File: src/rtl/card_blitter.sv
// Card blitter: streams a 16x32 card bitmap from its memory into a 256x240 frame buffer at (posX, posY),
// clipping pixels that fall off the frame and skipping the transparent colour.
module card_blitter #(
    parameter bit         TRANSP_EN = 1'b1,
    parameter logic [2:0] TRANSP    = 3'b000
) (
    input  logic        clock,
    input  logic        reset,
    input  logic        start,
    input  logic [7:0]  posX,
    input  logic [7:0]  posY,
    output logic        cardRE,
    output logic [8:0]  cardAddr,
    input  logic [2:0]  cardData,
    output logic        fbWE,
    output logic [15:0] fbAddr,
    output logic [2:0]  fbData,
    output logic        busy,
    output logic        done
);

    localparam int unsigned AW      = 9;
    localparam int unsigned PW      = 3;
    localparam int unsigned CW      = 8;
    localparam int unsigned FBW     = 16;
    localparam int unsigned FB_ROWS = 240;
    localparam logic [AW-1:0] LAST_K = AW'(511);

    typedef enum logic [1:0] {
        IDLE  = 2'd0,
        RUN   = 2'd1,
        DRAIN = 2'd2,
        DONE  = 2'd3
    } state_e;

    state_e          state_q, state_d;
    logic [AW-1:0]   addr_q, addr_d;
    logic            re_q, re_d;
    logic            drain_q, drain_d;
    logic [CW-1:0]   posx_q, posx_d;
    logic [CW-1:0]   posy_q, posy_d;
    logic            pvld_q, pvld_d;
    logic [AW-1:0]   pk_q, pk_d;
    logic            we_q, we_d;
    logic [FBW-1:0]  fbaddr_q, fbaddr_d;
    logic [PW-1:0]   fbdata_q, fbdata_d;
    logic            busy_q, busy_d;
    logic            done_q, done_d;
    logic [CW:0]     x_c, y_c;

    // State and pipeline registers
    always_ff @(posedge clock or posedge reset) begin
        if (reset) begin
            state_q  <= IDLE;
            addr_q   <= '0;
            re_q     <= 1'b0;
            drain_q  <= 1'b0;
            posx_q   <= '0;
            posy_q   <= '0;
            pvld_q   <= 1'b0;
            pk_q     <= '0;
            we_q     <= 1'b0;
            fbaddr_q <= '0;
            fbdata_q <= '0;
            busy_q   <= 1'b0;
            done_q   <= 1'b0;
        end else begin
            state_q  <= state_d;
            addr_q   <= addr_d;
            re_q     <= re_d;
            drain_q  <= drain_d;
            posx_q   <= posx_d;
            posy_q   <= posy_d;
            pvld_q   <= pvld_d;
            pk_q     <= pk_d;
            we_q     <= we_d;
            fbaddr_q <= fbaddr_d;
            fbdata_q <= fbdata_d;
            busy_q   <= busy_d;
            done_q   <= done_d;
        end
    end

    // Next-state logic; memory-side outputs are computed one cycle ahead so they stay registered
    always_comb begin
        state_d  = state_q;
        addr_d   = addr_q;
        re_d     = 1'b0;
        drain_d  = drain_q;
        posx_d   = posx_q;
        posy_d   = posy_q;
        pvld_d   = re_q;
        pk_d     = addr_q;
        we_d     = 1'b0;
        fbaddr_d = fbaddr_q;
        fbdata_d = fbdata_q;
        x_c      = {1'b0, posx_q} + (CW+1)'(pk_q[3:0]);
        y_c      = {1'b0, posy_q} + (CW+1)'(pk_q[8:4]);

        unique case (state_q)
            IDLE: begin
                if (start) begin
                    state_d = RUN;
                    posx_d  = posX;
                    posy_d  = posY;
                    addr_d  = '0;
                    re_d    = 1'b1;
                end
            end
            RUN: begin
                if (addr_q == LAST_K) begin
                    state_d = DRAIN;
                    drain_d = 1'b0;
                end else begin
                    addr_d = addr_q + AW'(1);
                    re_d   = 1'b1;
                end
            end
            DRAIN: begin
                if (drain_q) begin
                    state_d = DONE;
                end else begin
                    drain_d = 1'b1;
                end
            end
            DONE: begin
                state_d = IDLE;
            end
            default: begin
                state_d = IDLE;
            end
        endcase

        // Pixel stage: card data for pk_q arrives this cycle, paired with its delayed index
        if (pvld_q) begin
            fbaddr_d = {y_c[CW-1:0], x_c[CW-1:0]};
            fbdata_d = cardData;
            we_d     = !x_c[CW] && (y_c < (CW+1)'(FB_ROWS))
                       && !(TRANSP_EN && (cardData == TRANSP));
        end

        busy_d = (state_d != IDLE);
        done_d = (state_d == DONE);
    end

    assign cardRE   = re_q;
    assign cardAddr = addr_q;
    assign fbWE     = we_q;
    assign fbAddr   = fbaddr_q;
    assign fbData   = fbdata_q;
    assign busy     = busy_q;
    assign done     = done_q;

endmodule

File: config.mk
export PLATFORM = sky130hd
export DESIGN_NAME = card_blitter
export DESIGN_NICKNAME = d
export VERILOG_FILES = /design/src/rtl/card_blitter.sv
export SDC_FILE = /design/constraint.sdc
export NUM_CORES = 1
export LEC_CHECK = 0
export CAP_MARGIN = 10
export CORE_ASPECT_RATIO = 0.6
export CORE_MARGIN = 4
export CORE_UTILIZATION = 40
export CTS_CLUSTER_DIAMETER = 200
export DETAILED_ROUTE_END_ITERATION = 6
export PLACE_DENSITY_LB_ADDON = 0.2
export RECOVER_POWER = 50
export SKIP_CTS_REPAIR_TIMING = 1
export SKIP_LAST_GASP = 1
export SYNTH_ARGS = -nofsm -noshare
export SYNTH_HDL_FRONTEND = slang
export SYNTH_SLANG_ARGS = --single-unit
File: constraint.sdc
create_clock -name clock -period 4 [get_ports clock]
set_input_delay 1.2 -clock clock [delete_from_list [all_inputs] [get_ports clock]]
set_output_delay 1.2 -clock clock [all_outputs]
set_load 0.1 [all_outputs]
After elaboration in Yosys (flattened, before gate mapping)
Cells that the tools add are included.
{"block": "totals", "regBits": 61, "inputBits": 22, "output_inout_bits": 32, "elab_cells": 50}
{"block": "op_classes", "add_sub_neg": 3, "n_lt_le_gt_ge": 1, "n_eq_ne": 8, "n_mux": 13, "reduce_logical": 12}
{"cell": "$mux 9", "count": 2}
{"cell": "$pmux 9 s2", "count": 1}
{"cell": "$add 8x4->9", "count": 1}
{"cell": "$add 8x5->9", "count": 1}
{"cell": "$add 9x1->9 const B", "count": 1}
{"cell": "$eq 9x9->1 const B", "count": 1}
{"cell": "$lt 9x8->1 const B", "count": 1}
{"cell": "$pmux 2 s4", "count": 1}
{"cell": "$eq 2x2->1 const B", "count": 3}
{"cell": "$mux 2", "count": 3}
{"cell": "$ne 2x2->1 const B", "count": 3}
{"cell": "$reduce_bool 2->1", "count": 3}
{"cell": "$mux 1", "count": 4}
{"cell": "$pmux 1 s2", "count": 2}
{"cell": "$reduce_and 2->1", "count": 2}
{"cell": "$logic_not 3->1", "count": 1}
{"cell": "$reduce_and 3->1", "count": 1}
{"cell": "$eq 2x1->1 const B", "count": 1}
{"cell": "$logic_and 1x1->1", "count": 2}
{"cell": "$logic_not 1->1", "count": 2}
{"cell": "$logic_not 2->1", "count": 1}

Longest topological paths before layout
Gate-level depths: netlist of run 1.
{"block": "logic_depth", "ltp_word": 5, "depth_mapped": 9}

Least setup slack after synthesis of run 1
OpenSTA, ideal clock, no wires.
{"block": "synth_path", "kind": "register -> register", "start": "reg addr_q[4] (netlist: cardAddr[4])", "end": "reg addr_q[2] (netlist: cardAddr[2])", "setup_time_ns": 0.070, "arrival_ns": 2.515, "required_time_ns": 3.930, "path_slack_ns": 1.415, "stages_incl_launch_ff": 10, "path_buffers": 1, "synth_period_minus_slack_ns": 2.585, "path_cell_list": "dfrtp_1 and4_1 nand2_1 nor2_1 ha_1 nand2b_1 a21o_1 buf_2 or4b_1 nand2_1"}
{"block": "synth_between", "elab_chain_len": 3}
{"item": "from (decl)", "line_no": "37", "source": "logic [AW-1:0] addr_q, addr_d;"}
{"item": "from (signal assigned)", "line_no": "69", "source": "addr_q <= addr_d;"}
{"item": "$eq 9x9->1", "line_no": "111", "source": "if (addr_q == LAST_K) begin"}
{"item": "$ne 2x2->1 (no line)"}
{"item": "$reduce_and 3->1 (no line)"}
No other way between the ends.
A chain may end at the register's enable or synchronous reset.

Final worst setup path of run 1
{"block": "layout_path", "start": "reg fbaddr_q[0] (netlist: fbAddr[0])", "end": "out fbAddr[0]"}
{"item": "from (decl)", "line_no": "45", "source": "logic [FBW-1:0] fbaddr_q, fbaddr_d;"}
{"item": "from (signal assigned)", "line_no": "77", "source": "fbaddr_q <= fbaddr_d;"}
{"item": "to (decl)", "line_no": "16", "source": "output logic [15:0] fbAddr,"}
No word-level cell between the ends.

==> results_dict.tcl, run 1 <==
set metrics [dict create \
    r2r_cells 8 \
    worst_path_max_delay_cell "clkdlybuf4s50_1" \
    synthFlopType "dfrtp_1" \
    clkLatencyLatePin_ps 320 \
    maxCapViolCount 0 \
    worstSetupEndpointType "output port" \
    fmax_ghz 0.3274 \
    cts-htree-levels 3 \
    crit_cells 1 \
    dieArea_sq_um 8467 \
    start_util_pct 41.69 \
    grt_max_degree 27 \
    antenna_found_initial 0 \
    rsz0062_at_grt "no" \
    dpl.hpwl_um 4303 \
    synth_seq_cells 61 \
    synth.distinct_cells 48 \
    cp_data_arrival_time_ps 1850 \
    cts_buffers 9 \
    cpPeakStageDelay_ps 1160 \
    port_buffers 53 \
    synth_area_leaders "dfrtp_1 54%, mux2_2 9.6%, ha_1 4.9%" \
    drc 0 \
    drt-total-wl_um 6031 \
    hp-class "reg2reg" \
    synth-async-reset-ratio_pct 100.0 \
    r2r_start "cardAddr[0]" \
    dieHeight_um 72.90 \
    critPathLaunch "fbAddr[0]" \
    yosys.area.top_type "dfrtp_1" \
    crit_type "reg2out" \
    grt_pass1_vias 2008 \
    setup_tns_ps 0 \
    clock-skew-final_ps 5.234 \
    max-clock-path-buffers 2 \
    grt_use_total_pct 15.96 \
    startpoint_type "flop" \
    ant_nets 0 \
    grt_pass1_wl_um 10160 \
    area_delta_synth_final_pct 32.84 \
    status "completed" \
    diodes 0 \
    drt-initial-drc-count 63 \
    yosysSeqAreaShare_pct 54.37 \
    worstPathRequired_ps 2800 \
    yosysTopAreaCellShare_pct 54.37 \
    worst_slew_pin_slew_ps 1131 \
    post-route-period-util_pct 76.36 \
    nNetsFinal 331 \
    ys_warn_count 0 \
    firstDrtPassIters 4 \
    worst-path-buf-inv 1 \
    relSlewSlack_pct 24.57 \
    core_area_sq_um 6734 \
    min_from "cardRE" \
    via_per_inst 5.121 \
    final_cell_mix "61 x dfrtp_1, 37 x clkdlybuf4s50_1, 24 x mux2_2" \
    syn_area_per_cell_sq_um 11.90 \
    syn_inst 236 \
    detail_route.wl_per_cell_um 15.54 \
    maxSlewViolCount 0 \
    clk_pin_slew_ps 50 \
    ff2ff_setup_slack_ps 1710 \
    hold_viol 0 \
    cts_tree "done" \
    crit_fanout 2 \
    crit_family "buffers and inverters" \
    numClockSinks 61 \
    min_to "pvld_q" \
    setup_viol 0 \
    syn-num-nets 271 \
    fp.dieW_um 116.2 \
    r2r_end "cardAddr[7]" \
    worstPathCellList "clkdlybuf4s50_1" \
    clockRootBuffer "clkbuf_16" \
    vias 1987 \
    rows 23 \
    synth_edf_count 0 \
    syn-cell-area_sq_um 2808 \
    final_common_cell "dfrtp_1" \
    min_path_cells 0 \
    drive_gt1_share_pct 19.60 \
    ioPinCount 54 \
    min_period_ps 3054 \
    grt-ovfl-total 0 \
    gp_congestion 0.8165 \
]
[through the flow]
stage	instances	utilization (%)	cell area [sq um]	hold WS, ps	worst slack, ps
floorplan	236	-	2808	468.5	1287
global placement	372	50.59	3407	360.7	1285
detailed placement	372	50.59	3407	370.5	1271
CTS	388	55.44	3734	384.2	934.3
global route	388	55.39	3730	387.2	587.1
finish	388	55.39	3730	380.8	945.6
[sequential cells by signal, indices dropped and copies added, names as in the netlist]
| register | cells |
|---|---|
| fbData | 3 |
| pvld_q | 1 |
| cardRE | 1 |
| drain_q | 1 |
| pk_q | 9 |
| cardAddr | 9 |
| busy | 1 |
| done | 1 |
| fbAddr | 16 |
| state_q | 2 |
| posy_q | 8 |
| posx_q | 8 |
| fbWE | 1 |
[cells in the mapped netlist (all sizes together), types with 2 or more instances]
cell type and number:
a31oi 2, mux2 24, nand2 17, o21a 3, a21o 5, a21oi 7
buf 3, inv 11, o21ai 9, nand3 6, nor3b 3, nor2b 6
and2 2, xor2 3, a221o 2, clkbuf 4, or2 3, nand2b 3
ha 11, and3 3, a211oi 2, o31ai 2, nor3 5, nand4 3
xnor2 7, a221oi 2, dfrtp 61, fa 2, nor2 10
[routing by layer]
metal | global-route usage [%] | wire, um | up-vias
met5 | 0 | 0 | -
met4 | 6.049 | 99 | 0
met3 | 6.297 | 503 | 10
met2 | 20.71 | 2368 | 65
met1 | 23.67 | 3060 | 943
li1 | - | - | 969
[worst max path at each step]
| stage | slack [ps] | endpoint |
|---|---|---|
| 2_1_floorplan | 1290 | busy |
| 6_report | 950 | fbAddr[0] |
| 4_1_cts | 930 | fbAddr[0] |
| 3_5_place_dp | 1270 | cardAddr[7] |
| 3_3_place_gp | 1290 | cardAddr[7] |
| 5_1_grt | 590 | fbAddr[11] |
[logic make-up after synthesis]
kind of cell,count (synthesis),share of synthesized area (%)
simple gates,65,12.57
mux,24,9.626
compound gates,45,11.36
fa+ha+maj,13,6.328
flops,61,54.37
buf+inv,18,2.629
xor+xnor,10,3.120
[cell type report]
class | instances | area [sq um]
repair buffers | 56 | 519.2
flip-flops and latches | 61 | 1526
clock buffers | 12 | 256.5
well taps | 87 | 108.9
clock inverters | 4 | 70.07
multi-input cells | 157 | 1207
inverters | 11 | 41.29
fillers | 576 | 3004
Power of run 1 is left out: the tool's default activity adds up to more than one toggle a clock period on the data nets, which glitch-free logic cannot reach.
==> inputs of run 2 (changes only) <==
clock period = 3 ns   (was 4 ns; I/O delays follow)
==> run 2 against run 1 <==
Net effect:
- utilization down 1.2 points
- wire length increased by 0.76%
- via count is 0.91% higher
- die area stayed put
- clock skew grew 2.2 ps
- sequential share of layout area is 0.90 points higher
- global-route usage up 0.28 points
- flip-flop and latch count did not move
- first-iteration DRC count up 63%
- critical path depth grew 4
- critical endpoint is now fbWE
==> results_dict.tcl, run 2 (synthesized netlist as in run 1, its figures left out) <==
set metrics [dict create \
    gp_congestion 0.7851 \
    crit_family "buffers and inverters" \
    grt_max_degree 62 \
    dieArea_sq_um 8467 \
    drt-initial-drc-count 103 \
    cpPeakStageDelay_ps 800 \
    grt_pass1_wl_um 10220 \
    diodes 0 \
    dieHeight_um 72.90 \
    cp_data_arrival_time_ps 2630 \
    firstDrtPassIters 4 \
    fin_cells 389 \
    worst_path_max_delay_cell "clkbuf_1" \
    ff2ff_setup_slack_ps 600 \
    drive_gt1_share_pct 26.82 \
    clk_pin_slew_ps 50 \
    rows 23 \
    hold_viol 0 \
    fp.dieW_um 116.2 \
    setup_tns_ps 0 \
    crit_type "reg2reg" \
    via_per_inst 5.154 \
    hp-class "reg2reg" \
    grt-ovfl-total 0 \
    port_buffers 53 \
    placed_cells 373 \
    worstPathRequired_ps 3230 \
    start_util_pct 41.69 \
    worst_slew_pin_slew_ps 1475 \
    worst-path-buf-inv 3 \
    setup_viol 0 \
    max-clock-path-buffers 2 \
    area_delta_synth_final_pct 29.99 \
    rsz0062_at_grt "no" \
    drt-total-wl_um 6077 \
    vias 2005 \
    worstSetupEndpointType "flop" \
    final_common_cell "dfrtp_1" \
    numClockSinks 61 \
    cts_tree "done" \
    core_area_sq_um 6734 \
    largest_reg_flops 16 \
    status "completed" \
    post-route-period-util_pct 80.07 \
    clkLatencyLatePin_ps 330 \
    crit_fanout 20 \
    seq_area_sq_um 1526 \
    cts_buffers 9 \
    fillerInstances 622 \
    ant_nets 0 \
    cts-htree-levels 3 \
    grt_pass1_vias 1989 \
    startpoint_type "flop" \
    fmax_ghz 0.4163 \
    clockRootBuffer "clkbuf_16" \
    drc 0 \
    worstPathCellList "clkbuf_1, inv_1, buf_4, a311o_1, a311oi_1" \
    multiInputGateArea_sq_um 1207 \
    final_cell_mix "61 x dfrtp_1, 34 x buf_4, 24 x mux2_2" \
    maxCapViolCount 0 \
    antenna_found_initial 0 \
    clock-skew-final_ps 7.417 \
    relSlewSlack_pct 1.678 \
    dpl.hpwl_um 4259 \
    ioPinCount 54 \
    min_period_ps 2402 \
    grt_use_total_pct 16.24 \
    maxSlewViolCount 0 \
    detail_route.wl_per_cell_um 15.62 \
    nNetsFinal 332 \
]
==> run 2: cell count changes in the layout (fill, tap and decap cells not counted), moves of 2 or more <==
cell	delta
clkinv_2	+2
dlygate4sd3_1	-4
clkbuf_8	-2
clkdlybuf4s50_1	-16
buf_4	+20
==> run 2: path summary, 6_finish.rpt <==
path | from | endpoint | depth (start not counted)
min in group asynchronous | reset | fbAddr[3] | 3
hold reg to reg | cardRE | pvld_q | 0
setup / recovery | pvld_q | fbWE | 5
hold / removal | cardRE | pvld_q | 0
setup reg to reg | pvld_q | fbWE | 5
max in group asynchronous | reset | posy_q[3] | 3
==> run 2: area by class of cell <==
cell class / instances / area share (%)
repair buffers: 57 / 12.99
flip-flops and latches: 61 / 41.82
clock inverters: 7 / 1.817
multi-input cells: 157 / 33.08
well taps: 87 / 2.983
clock buffers: 9 / 6.171
inverters: 11 / 1.131
==> run 2: layer usage <==
metal  track usage, %  wire (um)  vias up
li1                 -          -      969
met1            23.69       3060      969
met2            21.92       2491       57
met3            6.379        441       10
met4            5.405         82        0
met5                0          0        -
==> run 2: metrics by stage <==
step / instance area, sq um / setup slack [ps] / util, % / hold slack [ps]
finish: 3650 / 597.9 / 54.20 / 373.3
global route: 3650 / 363.3 / 54.20 / 392.1
CTS: 3669 / 697.7 / 54.48 / 375.5
detailed placement: 3377 / 574.5 / 50.15 / 363.5
global placement: 3377 / 593.0 / 50.15 / 362.6
floorplan: 2808 / 415.3 / - / 468.5
Power of run 2 is left out for the same reason.
==> inputs of run 3 (changes only) <==
clock period = 2.1 ns   (was 3 ns; I/O delays follow)
==> run 3 against run 2 <==
Net effect:
- design area rose by 16%
- first-iteration DRC count grew 24%
- non-clock buffer count rose by 11
- largest cell class unchanged
- utilization grew 8.6 points
- via count up 4.6%
- critical path type unchanged
- setup slack worse by 540 ps
- global-route usage rose by 0.98 points
- critical endpoint unchanged
==> results_dict.tcl, run 3 (synthesized netlist as in run 1, its figures left out) <==
set metrics [dict create \
    status "completed" \
    ioPinCount 54 \
    cp_data_arrival_time_ps 2230 \
    nNetsFinal 343 \
    largest_reg_flops 16 \
    grt_pass1_wl_um 10870 \
    fmax_ghz 0.4907 \
    rows 23 \
    vias 2098 \
    setup_viol 0 \
    setup_tns_ps 0 \
    start_util_pct 41.69 \
    fillerInstances 537 \
    grt-ovfl-total 0 \
    cts_buffers 9 \
    clk_pin_slew_ps 50 \
    diodes 0 \
    cts_tree "done" \
    ant_nets 0 \
    drt-total-wl_um 6424 \
    grt_max_degree 62 \
    antenna_found_initial 0 \
    fp.dieW_um 116.2 \
    firstDrtPassIters 4 \
    port_buffers 53 \
    relSlewSlack_pct 22.98 \
    final_common_cell "dfrtp_1" \
    max-clock-path-buffers 2 \
    core_area_sq_um 6734 \
    worstPathRequired_ps 2290 \
    rsz0062_at_grt "yes" \
    clkLatencyLatePin_ps 330 \
    fin_cells 400 \
    drt-initial-drc-count 128 \
    drc 0 \
    gp_congestion 0.8248 \
    clockRootBuffer "clkbuf_16" \
    clock-skew-final_ps 4.920 \
    placed_cells 384 \
    via_per_inst 5.245 \
    maxCapViolCount 0 \
    ff2ff_setup_slack_ps 60 \
    worstSetupEndpointType "flop" \
    area_delta_synth_final_pct 50.62 \
    min_period_ps 2038 \
    numClockSinks 61 \
    cts-htree-levels 3 \
    maxSlewViolCount 0 \
    final_cell_mix "53 x dfrtp_1, 32 x buf_12, 24 x mux2_2" \
    hp-class "reg2reg" \
    crit_type "reg2reg" \
    grt_pass1_vias 2169 \
    dpl.hpwl_um 4594 \
    grt_use_total_pct 17.22 \
    drive_gt1_share_pct 32.91 \
    crit_fanout 3 \
    worst_slew_pin_slew_ps 1155 \
    dieHeight_um 72.90 \
    detail_route.wl_per_cell_um 16.06 \
    startpoint_type "flop" \
    post-route-period-util_pct 97.04 \
    dieArea_sq_um 8467 \
    hold_viol 0 \
]
[run 3: cell count changes in the layout (fill, tap and decap cells not counted), moves of 4 or more]
cell / change
buf_12: +32
clkbuf_8: +4
dfrtp_1: -8
clkbuf_1: +5
buf_4: -26
dfrtp_4: +6
[run 3: final timing paths]
check | from | endpoint | depth (start not counted)
worst max-delay path | pk_q[5] | fbWE | 6
worst min-delay path | cardRE | pvld_q | 0
worst max register to register | pk_q[5] | fbWE | 6
worst min register to register | cardRE | pvld_q | 0
max in group asynchronous | reset | cardAddr[1] | 3
min in group asynchronous | reset | posy_q[2] | 3
[run 3: critical path, stage by stage, from the launching register on]
cell and delay (ps):
dfrtp_1 390, ha_1 310, a211oi_2 310, nor2_1 120, o311ai_0 480, buf_4 210, a311oi_1 80
[run 3: per-layer routing]
layer,GRT usage (%),wire [um],vias up
met5,0,0,-
met4,6.564,70,0
met3,6.877,502,10
met2,25.30,2821,63
met1,23.01,3029,1035
li1,-,-,990
[run 3: cell type report]
| class | instances | area, sq um | area share (%) |
|---|---|---|---|
| Tap cell | 87 | 108.9 | 2.574 |
| Sequential cell | 61 | 1551 | 36.69 |
| Inverter | 11 | 45.04 | 1.065 |
| Clock inverter | 3 | 65.06 | 1.538 |
| Multi-Input combinational cell | 157 | 1237 | 29.26 |
| Clock buffer | 13 | 280.3 | 6.627 |
| Timing Repair Buffer | 68 | 940.9 | 22.25 |
[run 3: through the flow]
step,area [sq um],hold WS [ps],util [%],worst slack [ps]
global route,4229,475.9,62.80,-13.35
floorplan,2855,468.5,-,-105.7
finish,4229,458.0,62.80,62.12
global placement,3901,419.6,57.93,2.884
CTS,4247,463.6,63.06,-8.966
detailed placement,3901,450.7,57.93,-25.27
Power of run 3 is left out for the same reason.
